--- src/rtl/mux_sched_pkg.sv ---
// Shared constants, state encoding and one-hot helper for the 16-way round-robin scheduler.
package mux_sched_pkg;
  localparam int N_REQ = 16;
  localparam int SEL_W = 4;

  typedef enum logic {IDLE = 1'b0, GRANT = 1'b1} state_t;

  function automatic logic [N_REQ-1:0] onehot16(input logic [SEL_W-1:0] idx);
    logic [N_REQ-1:0] v;
    v = '0;
    v[idx] = 1'b1;
    return v;
  endfunction
endpackage

--- src/rtl/rr_pick16.sv ---
// Combinational round-robin pick: first set bit of cand searching from ptr+1 upward, modulo 16.
module rr_pick16
  import mux_sched_pkg::*;
(
  input  logic [N_REQ-1:0] cand,
  input  logic [SEL_W-1:0] ptr,
  output logic [SEL_W-1:0] idx,
  output logic             found
);
  always_comb begin
    logic [SEL_W-1:0] j;
    idx   = '0;
    found = 1'b0;
    j     = '0;
    // Walk farthest-first so the nearest hit after ptr overwrites; offset 16 wraps to ptr itself.
    for (int k = N_REQ; k >= 1; k--) begin
      j = ptr + SEL_W'(k);
      if (cand[j]) begin
        idx   = j;
        found = 1'b1;
      end
    end
  end
endmodule

--- src/rtl/mux16_rr_sched.sv ---
// Round-robin owner scheduler for a shared 16:1 mux; grants are held until released.
// Optional forced hand-off after MAX_HOLD cycles when RR_MUX_TIMEOUT_EN is defined.
module mux16_rr_sched
  import mux_sched_pkg::*;
#(
  parameter int MAX_HOLD = 8
) (
  input  logic             clk,
  input  logic             rst_n,
  input  logic [N_REQ-1:0] req,
  output logic [N_REQ-1:0] gnt,
  output logic [SEL_W-1:0] sel,
  output logic             busy,
  output logic [7:0]       hold_cnt,
  output logic             timeout
);
`ifdef RR_MUX_TIMEOUT_EN
  localparam bit TO_EN = 1'b1;
`else
  localparam bit TO_EN = 1'b0;
`endif
  localparam logic [7:0] HOLD_LAST = 8'(MAX_HOLD - 1);

  state_t           state;
  logic [SEL_W-1:0] ptr;
  logic [N_REQ-1:0] cand;
  logic [SEL_W-1:0] pick_idx;
  logic             pick_found;
  logic             own_req;
  logic             expire;

  // While granted, ptr is the owner; exclude it so a release or timeout hands off fairly.
  assign cand    = (state == GRANT) ? (req & ~onehot16(ptr)) : req;
  assign own_req = req[ptr];
  assign expire  = TO_EN && (state == GRANT) && own_req && (hold_cnt == HOLD_LAST);
  assign busy    = (state == GRANT);

  rr_pick16 u_pick (
    .cand  (cand),
    .ptr   (ptr),
    .idx   (pick_idx),
    .found (pick_found)
  );

  always_ff @(posedge clk or negedge rst_n) begin
    if (!rst_n) begin
      state    <= IDLE;
      ptr      <= '1;
      gnt      <= '0;
      sel      <= '0;
      hold_cnt <= '0;
      timeout  <= 1'b0;
    end else begin
      timeout <= 1'b0;
      if (state == IDLE || !own_req || expire) begin
        if (pick_found) begin
          state    <= GRANT;
          ptr      <= pick_idx;
          gnt      <= onehot16(pick_idx);
          sel      <= pick_idx;
          hold_cnt <= '0;
          timeout  <= expire;
        end else if (expire) begin
          hold_cnt <= '0;
          timeout  <= 1'b1;
        end else begin
          state    <= IDLE;
          gnt      <= '0;
          sel      <= '0;
          hold_cnt <= '0;
        end
      end else if (hold_cnt != 8'hFF) begin
        hold_cnt <= hold_cnt + 8'd1;
      end
    end
  end
endmodule

--- config.mk ---
export PLATFORM = sky130hd
export DESIGN_NAME = mux16_rr_sched
export DESIGN_NICKNAME = d
export VERILOG_FILES = /design/src/rtl/mux_sched_pkg.sv /design/src/rtl/rr_pick16.sv /design/src/rtl/mux16_rr_sched.sv
export SDC_FILE = /design/constraint.sdc
export NUM_CORES = 1
export LEC_CHECK = 0
export ABC_AREA = 1
export BUFFER_PORTS_ARGS = -buffer_cell sky130_fd_sc_hd__buf_2
export CELL_PAD_IN_SITES_DETAIL_PLACEMENT = 1
export CELL_PAD_IN_SITES_GLOBAL_PLACEMENT = 1
export CORE_ASPECT_RATIO = 0.6
export CORE_MARGIN = 5
export CORE_UTILIZATION = 42
export CTS_BUF_LIST = sky130_fd_sc_hd__clkbuf_4 sky130_fd_sc_hd__clkbuf_8
export DETAILED_ROUTE_END_ITERATION = 16
export PLACE_DENSITY = 0.83
export SYNTH_ARGS = -nofsm -noshare
export SYNTH_HDL_FRONTEND = slang
export SYNTH_HIERARCHICAL = 1
export SYNTH_SLANG_ARGS = --single-unit
--- constraint.sdc ---
create_clock -name clk -period 8.7 [get_ports clk]
set_input_delay 0.435 -clock clk [delete_from_list [all_inputs] [get_ports clk]]
set_output_delay 0.435 -clock clk [all_outputs]
set_load 0.02 [all_outputs]
==> results.json <==
{
  "row_count": 26,
  "ant_nets": 0,
  "clock-root-buffer": "clkbuf_8",
  "clockBufferDepth": 2,
  "wirelength_um": 13300,
  "slowest_delay_ps": 880,
  "core_area_um2": 8460,
  "dp_hpwl_um": 10300,
  "fin_worst_skew_ps": 17.1,
  "hold_viol_final": 0,
  "track_usage_pct": 25.8,
  "synth_area_um2": 3610,
  "finalMaxSlewViolations": 0,
  "use_met3_pct": 3.96,
  "timing.fmax_mhz": 202,
  "cts_setup_buffers": 0,
  "clock_latency_ps": 310,
  "fin_tns_setup_ps": 0,
  "outcome": "complete, no violations",
  "place.gp.congestion": 0.988,
  "ios": 48,
  "grt_pass1_vias": 4277,
  "crit_family": "simple AND/OR/NAND/NOR gates",
  "numCtsBuffers": 5,
  "first_pass_iters": 5,
  "drc": 0,
  "yosys-top-cells-area": "nand2_1 26%, dfrtp_1 20%, nand3_1 13%, a21oi_1 6.2%, inv_1 5.1%",
  "ys_seq_elements": 33,
  "antenna_found_initial": 0,
  "fill_cells": 1210,
  "viasPerCell": 5.66,
  "wl_per_cell_um": 17.6,
  "crit_fanout": 25,
  "cts_resized": 0,
  "setup_violations": 0,
  "dieHeight_um": 81.8,
  "final_common_cell": "nand2_1",
  "tritoncts": "built",
  "final_nets": 670,
  "worst_slew_pin_slew_ps": 949,
  "drive_gt1_share_pct": 15.0,
  "rsz0062_at_grt": "no",
  "met1_usage_pct": 37.6,
  "overflow": 0,
  "numPortBuffers": 46,
  "maxSlewHeadroom_pct": 36.5,
  "busiest_layer": "met2",
  "worst-path-buf-inv": 4,
  "start_kind": "flip-flop",
  "cp.depth": 26,
  "grt_pass1_wl_um": 21600,
  "final_cell_mix": "246 x nand2_1, 93 x nand3_1, 49 x inv_1",
  "crit_type": "reg -> reg",
  "syn_inst": 612,
  "end_kind": "flip-flop",
  "fin_crit_ps": 4960,
  "dieArea_um2": 10600,
  "required_ps": 8930,
  "post-route-period-util_pct": 57.0,
  "synth_cell_types": 36,
  "use_met2_pct": 41.2,
  "reg2reg_slack_ps": 3740,
  "ys.warnings.count": 6,
  "synth.largest_area_cell": "nand2_1",
  "area_delta_synth_final_pct": 9.74,
  "slowest_stage": "dfstp_2",
  "drt_iter0_drc": 470,
  "rr_worst_depth": 26,
  "antenna_cells": 0,
  "vias": 4282,
  "critPathArrivalTime_ps": 5190,
  "grt_max_degree": 47,
  "max_cap_viol_count": 0,
  "initial_core_util_pct": 42.7,
  "path_common_cell": "nand2_1",
  "worst_hold_path_type": "in -> async",
  "clk_pin_slew_ps": 80,
  "synth_top_area_share_pct": 25.6,
  "cts_max_level": 2,
  "synth.avg_cell_area_um2": 5.90,
  "ys_seq_area_share_pct": 23.0,
  "die_w_um": 130,
  "ctsHoldBuffers": 0,
  "clock-sinks": 33,
  "syn_nets": 638
}
-- flip-flops by register name, indices dropped and copies added, names as in the netlist --
| signal | count |
|---|---|
| gnt | 16 |
| hold_cnt | 8 |
| ptr | 4 |
| sel | 4 |
| busy | 1 |
-- per-stage QoR --
step                      worst slack (ps)  utilization [%]  cell area (um2)  hold slack (ps)  instances
final                                 3740             46.8             3960              199        757
after global routing                  3290             46.8             3960              244        757
after global placement                4140             45.5             3840              482        749
after CTS                             3860             46.8             3960              217        757
after floorplan                       5390                -             3610              139        612
after detailed placement              3910             45.5             3840              492        749
-- cells in the mapped netlist --
library cell,n
a21o_1,1
buf_4,6
a21oi_1,45
a21boi_0,3
inv_2,8
nor2_1,19
buf_6,4
nand2_2,14
conb_1,1
a31oi_1,12
o21ai_0,1
nor3_1,16
dfrtp_1,29
dfstp_2,4
clkbuf_1,5
xnor2_1,4
o21a_1,1
inv_4,1
nand3_2,5
nand4_1,4
ha_1,8
xor2_1,7
nand2_1,246
xor2_2,1
or2_2,2
nand2_4,2
a21boi_1,1
clkinv_1,2
xnor2_4,1
inv_1,49
o21ai_4,1
buf_2,8
nand3_1,93
o21ai_1,2
nor4_1,4
o21ai_2,2
-- logic make-up (layout without fill, tap and decap cells) --
logic type | after synthesis | in the layout | share of synthesized area, %
adders and majority gates | 8 | 8 | 2.77
buffers and inverters | 83 | 116 | 10.4
other | 1 | 1 | 0.104
xor gates and xnor gates | 13 | 13 | 3.88
DFF | 33 | 33 | 23.0
and+or+nand+nor | 405 | 405 | 48.9
AOI/OAI and AO/OA | 69 | 69 | 10.9
-- routing by layer --
| layer | vias up | part of all wire [%] |
|---|---|---|
| li1 | 2053 | - |
| met1 | 2076 | 48 |
| met2 | 143 | 45 |
| met3 | 10 | 6.7 |
| met4 | 0 | 0.64 |
| met5 | - | 0 |
-- cell type report --
| type | count | area (um2) | area share (%) |
|---|---|---|---|
| Inverter | 60 | 228 | 5.75 |
| Clock inverter | 3 | 46.3 | 1.17 |
| Sequential cell | 33 | 831 | 21.0 |
| Clock buffer | 5 | 68.8 | 1.74 |
| Tap cell | 112 | 140 | 3.54 |
| Timing Repair Buffer | 48 | 245 | 6.19 |
| Multi-Input combinational cell | 496 | 2400 | 60.6 |
-- final timing paths --
| check | to | from |
|---|---|---|
| min in group clk | gnt[11] | gnt[11] |
| hold / removal | gnt[8] | rst_n |
| setup / recovery | gnt[11] | ptr[1] |
| setup reg to reg | gnt[11] | ptr[1] |
| hold reg to reg | gnt[11] | gnt[11] |
| max in group asynchronous | gnt[11] | rst_n |
Power is not shown: default switching activity piles up to over one toggle a cycle in this logic, so the estimate is an artifact.
